### src/rtl/demux_tdm_pkg.sv
// ----------------------------------------------------------------------------
// demux_tdm_pkg
// Shared definitions for the 1-to-4 TDM demultiplexer:
//   NUM_CH  - number of time slots (channels) per frame
//   SEL_W   - width of the slot index
//   state_t - frame-alignment FSM states (HUNT, LOCKED)
// ----------------------------------------------------------------------------
package demux_tdm_pkg;

    localparam int NUM_CH = 4;
    localparam int SEL_W  = 2;

    typedef enum logic {
        HUNT   = 1'b0,
        LOCKED = 1'b1
    } state_t;

endpackage

### src/rtl/tdm_slot_counter.sv
// ----------------------------------------------------------------------------
// tdm_slot_counter
// Slot index counter for the TDM demultiplexer. It wraps modulo 2**SEL_W.
// Priority: clr > load_one > en.
// Ports:
//   clk      - clock, rising edge
//   rst_n    - asynchronous active-low reset (count -> 0)
//   clr      - synchronous clear to slot 0
//   load_one - synchronous load of slot 1 (slot 0 was just filled by a sync)
//   en       - advance to the next slot
//   count    - current slot index (registered)
// ----------------------------------------------------------------------------
module tdm_slot_counter
    import demux_tdm_pkg::*;
(
    input  logic             clk,
    input  logic             rst_n,
    input  logic             clr,
    input  logic             load_one,
    input  logic             en,
    output logic [SEL_W-1:0] count
);

    logic [SEL_W-1:0] count_reg;

    always_ff @(posedge clk or negedge rst_n) begin
        if (!rst_n) begin
            count_reg <= '0;
        end else if (clr) begin
            count_reg <= '0;
        end else if (load_one) begin
            count_reg <= SEL_W'(1);
        end else if (en) begin
            count_reg <= count_reg + SEL_W'(1);
        end
    end

    assign count = count_reg;

endmodule

### src/rtl/demux_1in_4out_tdm.sv
// ----------------------------------------------------------------------------
// demux_1in_4out_tdm
// Collects a time-multiplexed sample stream into 4-channel frames. The slot-0
// sample is marked by sync. A complete frame is presented on Q together with
// a one-cycle frame_valid pulse.
// Parameters:
//   W          - bits per channel sample
//   SYNC_CHECK - 1: sync must accompany every slot-0 sample. A missing sync
//                drops lock. 0: after the first lock the block free-runs.
// Ports:
//   clk         - clock, rising edge
//   rst_n       - asynchronous active-low reset
//   d           - sample stream (qualified by en)
//   en          - sample strobe
//   sync        - marks the en-cycle carrying slot 0
//   err_clr     - synchronous clear of sync_err
//   Q           - last complete frame; channel k at Q[k*W +: W]
//   sel         - slot the next en sample will fill
//   frame_valid - one-cycle pulse when Q has just been loaded
//   locked      - FSM is in LOCKED
//   sync_err    - sticky framing-error flag
// ----------------------------------------------------------------------------
module demux_1in_4out_tdm
    import demux_tdm_pkg::*;
#(
    parameter int          W          = 1,
    parameter int unsigned SYNC_CHECK = 1
) (
    input  logic                clk,
    input  logic                rst_n,
    input  logic [W-1:0]        d,
    input  logic                en,
    input  logic                sync,
    input  logic                err_clr,
    output logic [NUM_CH*W-1:0] Q,
    output logic [SEL_W-1:0]    sel,
    output logic                frame_valid,
    output logic                locked,
    output logic                sync_err
);

    state_t              state_reg, state_next;
    logic [W-1:0]        staging_reg [0:NUM_CH-2];
    logic [NUM_CH*W-1:0] q_reg;
    logic [NUM_CH*W-1:0] frame_word;
    logic                fv_reg;
    logic                err_reg;
    logic [SEL_W-1:0]    sel_cur;

    logic                cnt_clr;
    logic                cnt_load;
    logic                cnt_inc;
    logic                err_event;
    logic                stage_wr;
    logic                stage_flush;
    logic [SEL_W-1:0]    stage_idx;
    logic                frame_done;

    tdm_slot_counter u_slot_counter (
        .clk      (clk),
        .rst_n    (rst_n),
        .clr      (cnt_clr),
        .load_one (cnt_load),
        .en       (cnt_inc),
        .count    (sel_cur)
    );

    // Next-state and datapath control. Nothing moves unless en is high.
    always_comb begin
        state_next  = state_reg;
        cnt_clr     = 1'b0;
        cnt_load    = 1'b0;
        cnt_inc     = 1'b0;
        err_event   = 1'b0;
        stage_wr    = 1'b0;
        stage_flush = 1'b0;
        stage_idx   = sel_cur;
        frame_done  = 1'b0;
        if (en) begin
            case (state_reg)
                HUNT: begin
                    if (sync) begin
                        stage_wr   = 1'b1;
                        stage_idx  = '0;
                        cnt_load   = 1'b1;
                        state_next = LOCKED;
                    end
                end
                LOCKED: begin
                    if (sync && sel_cur != '0) begin
                        // Early sync: drop the fragment and restart the frame at this sample.
                        err_event   = 1'b1;
                        stage_flush = 1'b1;
                        stage_wr    = 1'b1;
                        stage_idx   = '0;
                        cnt_load    = 1'b1;
                    end else if (!sync && sel_cur == '0 && SYNC_CHECK != 0) begin
                        // Missing sync at slot 0: discard the sample and re-hunt.
                        err_event  = 1'b1;
                        cnt_clr    = 1'b1;
                        state_next = HUNT;
                    end else begin
                        cnt_inc = 1'b1;
                        // The last slot goes straight into Q and is never staged.
                        if (sel_cur == SEL_W'(NUM_CH - 1)) begin
                            frame_done = 1'b1;
                        end else begin
                            stage_wr = 1'b1;
                        end
                    end
                end
                default: state_next = HUNT;
            endcase
        end
    end

    // The completed frame is the staged slots plus the live last-slot sample.
    generate
        for (genvar gi = 0; gi < NUM_CH - 1; gi++) begin : g_frame
            assign frame_word[gi*W +: W] = staging_reg[gi];
        end
    endgenerate
    assign frame_word[(NUM_CH-1)*W +: W] = d;

    always_ff @(posedge clk or negedge rst_n) begin
        if (!rst_n) begin
            for (int i = 0; i < NUM_CH - 1; i++) begin
                staging_reg[i] <= '0;
            end
        end else begin
            for (int i = 0; i < NUM_CH - 1; i++) begin
                if (stage_flush) begin
                    staging_reg[i] <= '0;
                end
                if (stage_wr && stage_idx == SEL_W'(i)) begin
                    staging_reg[i] <= d;
                end
            end
        end
    end

    always_ff @(posedge clk or negedge rst_n) begin
        if (!rst_n) begin
            state_reg <= HUNT;
            q_reg     <= '0;
            fv_reg    <= 1'b0;
            err_reg   <= 1'b0;
        end else begin
            state_reg <= state_next;
            fv_reg    <= frame_done;
            if (frame_done) begin
                q_reg <= frame_word;
            end
            // A new error takes priority over a clear in the same cycle.
            if (err_event) begin
                err_reg <= 1'b1;
            end else if (err_clr) begin
                err_reg <= 1'b0;
            end
        end
    end

    assign Q           = q_reg;
    assign sel         = sel_cur;
    assign frame_valid = fv_reg;
    assign locked      = (state_reg == LOCKED);
    assign sync_err    = err_reg;

endmodule

### config.mk
export PLATFORM = sky130hd
export DESIGN_NAME = demux_1in_4out_tdm
export DESIGN_NICKNAME = d
export VERILOG_FILES = /design/src/rtl/demux_tdm_pkg.sv /design/src/rtl/tdm_slot_counter.sv /design/src/rtl/demux_1in_4out_tdm.sv
export SDC_FILE = /design/constraint.sdc
export NUM_CORES = 1
export LEC_CHECK = 0
export BUFFER_PORTS_ARGS = -buffer_cell sky130_fd_sc_hd__buf_2
export CAP_MARGIN = 30
export CORE_AREA = 4 4 41 43
export CTS_CLUSTER_SIZE = 12
export DETAILED_ROUTE_END_ITERATION = 10
export DIE_AREA = 0 0 45 47
export PLACE_DENSITY = 0.82
export SYNTH_ARGS = -nofsm -noshare
export SYNTH_HDL_FRONTEND = slang
export SYNTH_SLANG_ARGS = --single-unit
### constraint.sdc
create_clock -name clk -period 2.9 [get_ports clk]
set_clock_uncertainty 0.05 [all_clocks]
set_input_delay 0.145 -clock clk [delete_from_list [all_inputs] [get_ports clk]]
set_output_delay 0.145 -clock clk [all_outputs]
set_load 0.1 [all_outputs]
# Yosys cells after proc, flatten, opt, wreduce, memory -nomap -nowiden
# Cells that the tools add are included.
[classes]
addsub = 1
mul = 0
div_mod_pow = 0
n_lt_le_gt_ge = 0
eq_ne = 3
shifts = 0
n_mux = 42
n_bitwise = 1
n_reduce_logical = 14
[ops]
columns = ["cell", "n"]
rows = [
  ["$mux 1", 32],
  ["$mux 2", 6],
  ["$reduce_bool 2->1", 5],
  ["$pmux 1 s2", 3],
  ["$logic_and 1x1->1", 5],
  ["$eq 2x2->1 const B", 2],
  ["$logic_not 2->1", 2],
  ["$pmux 2 s2", 1],
  ["$reduce_bool 3->1", 1],
  ["$add 2x1->2 const B", 1],
  ["$eq 2x1->1 const B", 1],
  ["$logic_not 1->1", 1],
  ["$not 1->1", 1],
]
[word_totals]
ff_bits = 12
latchBits = 0
ram_bits = 0
rom_bits = 0
in_bits = 6
out_inout_bits = 9
word_cells = 69
n_memories = 0

# Depth between registers and ports, before layout
[logic_depth]
word_depth = 9
mapped_depth = 8
ltp_nobuf = 8

# Modules after synthesis
# From an unflattened synthesis, not the netlist that was laid out.
[unflattened]
hier_cells = 68
area_unflattened_um2 = 689.4
[modules_own_cells]
columns = ["mod", "n_inst", "cells_per_inst", "area_each_um2", "seq_area_each_um2"]
rows = [
  ["demux_1in_4out_tdm", 1, 60, 591.8, 250.2],
  ["tdm_slot_counter", 1, 8, 97.6, 50.0],
]

# Worst setup path before layout
# Ideal clock, no wire load.
[synth_timing]
path_kind = "register -> register"
startpoint = "register u_slot_counter.count_reg[0] (netlist: u_slot_counter.count[0])"
endpoint = "register staging_reg, in the netlist frame_word[1]"
setup_time_ns = 0.079
arrival_ns = 2.386
required_ns = 2.771
setup_slack_ns = 0.384
stages_incl_launch_ff = 9
n_path_buf = 0
period_less_slack_ns = 2.516
cell_sequence = "dfrtp_1 -> inv_1 -> ha_1 -> inv_1 -> ha_1 -> nand2b_1 -> o21ai_2 -> nor4_1 -> mux2i_1"
[synth_via]
elab_chain_cells = 8
elab_cells_between_ends = 21
classes_between = "eq/ne: 2; mux: 13; reduce/logical: 6"
[synth_lines]
columns = ["element", "line_no", "text"]
rows = [
  ["from (decl)", "tdm_slot_counter.sv:24", "logic [SEL_W-1:0] count_reg;"],
  ["from (signal assigned)", "tdm_slot_counter.sv:34", "count_reg <= count_reg + SEL_W'(1);"],
  ["$eq 2x2->1 (tied with other cells)", "demux_1in_4out_tdm.sv:105", "if (sel_cur == SEL_W'(NUM_CH - 1)) begin"],
  ["$mux 1 (tied with other cells)", "demux_1in_4out_tdm.sv:105", ""],
  ["$mux 1 / $mux 2 (equally long branches)", "demux_1in_4out_tdm.sv:97, demux_1in_4out_tdm.sv:90", ""],
  ["$mux 1 / $pmux 2 s2 (equally long branches)", "demux_1in_4out_tdm.sv:90, demux_1in_4out_tdm.sv:80", ""],
  ["$pmux 1 s2 / $mux 2 (equally long branches)", "demux_1in_4out_tdm.sv:80, demux_1in_4out_tdm.sv:79", ""],
  ["$mux 1 / $eq 2x1->1 (equally long branches)", "demux_1in_4out_tdm.sv:79, demux_1in_4out_tdm.sv:135", ""],
  ["$logic_and 1x1->1", "demux_1in_4out_tdm.sv:135", "if (stage_wr && stage_idx == SEL_W'(i)) begin"],
  ["$mux 1 / $reduce_bool 2->1 (equally long branches)", "n/a", ""],
  ["to (signal, indexed assignment)", "demux_1in_4out_tdm.sv:128", "staging_reg[i] <= '0;"],
  ["to (signal, indexed assignment)", "demux_1in_4out_tdm.sv:133", "staging_reg[i] <= '0;"],
  ["to (signal, indexed assignment)", "demux_1in_4out_tdm.sv:136", "staging_reg[i] <= d;"],
  ["to (decl)", "demux_1in_4out_tdm.sv:43", "logic [W-1:0] staging_reg [0:NUM_CH-2];"],
]
# Parallel ways exist; a longest one is shown, timed or not.
# A chain may end at the register's enable or synchronous reset.

# Worst setup path after layout
# Ends and elaborated chain as after synthesis.

==> impl_metrics.ini <==
[placed_design]
port_buffers = 14
gp_congestion = 0.904
placed_area_sq_um = 769
dp_hpwl_um = 1070

[critical_path]
cp_data_arrival_time_ns = 2.31
r2r-end = frame_word[1]
regToRegStartpoint = u_slot_counter.count[0]
crit_chain = inv_1 -> ha_1 -> inv_1 -> ha_1 -> nand2b_1 -> o21ai_2 -> nor4_1 -> mux2i_1
critPathMaxFanout = 7
slowest_delay_ns = 0.47
cp.required_ns = 3.04
startpoint = u_slot_counter.count[0]
critPathTopFamily = simple AND/OR/NAND/NOR gates
worstSetupPathType = reg2reg
rr_worst_depth = 8
rrSetupSlack_ns = 0.74
start_kind = flop
worst_setup_path_end_kind = flop
path_buf_inv = 2
cpMaxStageDelayCell = dfrtp_1

[timing]
fin_setup_tns_ns = 0
whs_ns = 0.0103
fmax_mhz = 462
min_period_ns = 2.16
rsz0062_at_grt = no
slew_violations = 0
hold_viol_final = 0
slew_headroom_pct = 67.7
fin_crit_sh_pct = 74.6
finalSetupViolations = 0
worst_pin_slew_ns = 0.488

[yosys]
synth_top_area_share_pct = 43.2
synth_top_family_by_area = compound AO/OA/AOI/OAI gates
synth-seq-area-share_pct = 43.2
synthMuxAreaShare_pct = 12.9
syn_area_sq_um = 696
synthXorXnorAreaFrac_pct = 0
synth_seq_cells = 12
synth_compound_area_share_pct = 14.0
ys_warn_count = 0
synth-simple-area-share_pct = 13.1
syn_area_per_cell_sq_um = 10.4
synth_top_area_cell = dfrtp_1
yosys-top-cells-area = dfrtp_1 (43%), ha_1 (11%), mux2_4 (8.6%)
postSynthCellCount = 67
synth_nets = 79
synth_cell_types = 23
synthAdderAreaFrac_pct = 10.8

[finish]
layout_commonest_cell = buf_2
largest_reg_flops = 4
area_growth_pct = 17.3
nets = 97
layout-drive-gt1-share_pct = 32.1
mostFrequentLayoutCells = buf_2 (14), dfrtp_1 (12), nand2_1 (8)
final_area_sq_um = 816
utilization_pct = 62.7
n_antenna_cell = 0

[cts]
postCtsHoldBufs = 1
cts_root_buf = clkbuf_4
insertion_delay_ns = 0.27
post_cts_buffers = 0
numClockSinks = 12
cts_tree = built
numCtsBuffers = 3
clockBufferDepth = 2
h-tree-depth = 1
post_cts_resized = 0
clkSlewWorstSetupHoldPaths_ns = 0.08

[routing]
drtAntennaViolNets = 0
wire_per_inst_um = 14.0
wl_met2_um = 678
drc_errors = 0
routed.top_layer = met4
totalWireLength_um = 1380
drt-pass1-iter-count = 4
m1WireLength_um = 565
vias = 563
viasPerCell = 5.69
drt_iter0_drc = 14
wl_met3_um = 113

[floorplanning]
io-pin-count = 15
start_util_pct = 53.5
fp.dieW_um = 45
rows = 13
dieArea_sq_um = 2120
die_h_um = 47
core_area_sq_um = 1300

[global_routing]
gr-usage-all-layers_pct = 15.4
antenna_found_initial = 0
grt_max_degree = 15
grt_pass1_vias = 515
grt-ovfl-total = 0
grt_pass1_wl_um = 2360

[min_path]
min_path_type = in2reg
holdCritStartpoint = err_clr
hold_path_end = sync_err
hold_depth = 2

[outcome]
outcome = finished clean

[job]
cap_violations = 0
==> per-layer routing <==
metal	vias up	track usage [%]
li1	267	-
met1	264	19.7
met2	28	25.4
met3	4	2.30
met4	0	7.60
met5	-	0
==> metrics by stage <==
stage / setup WS, ns / instances
finish: 0.736 / 99
floorplan: 0.384 / 67
detailed placement: 0.802 / 94
CTS: 0.736 / 99
global placement: 0.905 / 94
global route: 0.498 / 99
==> logic make-up (layout without fill, tap and decap cells) <==
family          count (synthesis)  in the layout
compound gates                 14             14
fa+ha+maj                       6              6
buf+inv                         9             26
flops                          12             12
mux                             7              7
simple gates                   19             19
==> synthesized netlist by cell type <==
library cell / n
a21o_1: 1
inv_1: 7
nor2_1: 4
mux2_4: 4
a21oi_1: 3
nand2_1: 8
nand4_1: 1
buf_4: 2
nor3_2: 1
a31oi_1: 2
nand3_1: 1
ha_1: 6
a2111oi_2: 1
mux2i_1: 3
nand2_2: 2
nor4_1: 1
o311ai_1: 1
o21ai_0: 3
o41ai_1: 1
nand2b_1: 1
dfrtp_1: 12
o22ai_1: 1
o21ai_2: 1
==> final cells by class <==
type / count / area (sq um)
Tap cell: 15 / 18.8
Sequential cell: 12 / 300
Fill cell: 114 / 485
Inverter: 7 / 26.3
Multi-Input combinational cell: 46 / 354
Clock buffer: 4 / 36.3
Timing Repair Buffer: 15 / 80.1
==> how the worst max path moves through the flow <==
stage / depth (start not counted) / slack, ns / to
3_5_place_dp: 8 / 0.80 / frame_word[1]
4_1_cts: 8 / 0.74 / frame_word[1]
6_report: 8 / 0.74 / frame_word[1]
2_1_floorplan: 8 / 0.38 / frame_word[1]
5_1_grt: 8 / 0.50 / frame_word[1]
3_3_place_gp: 8 / 0.90 / frame_word[1]
Power is left out: the tool's default activity adds up to more than one toggle a clock period on the data nets, which glitch-free logic cannot reach.
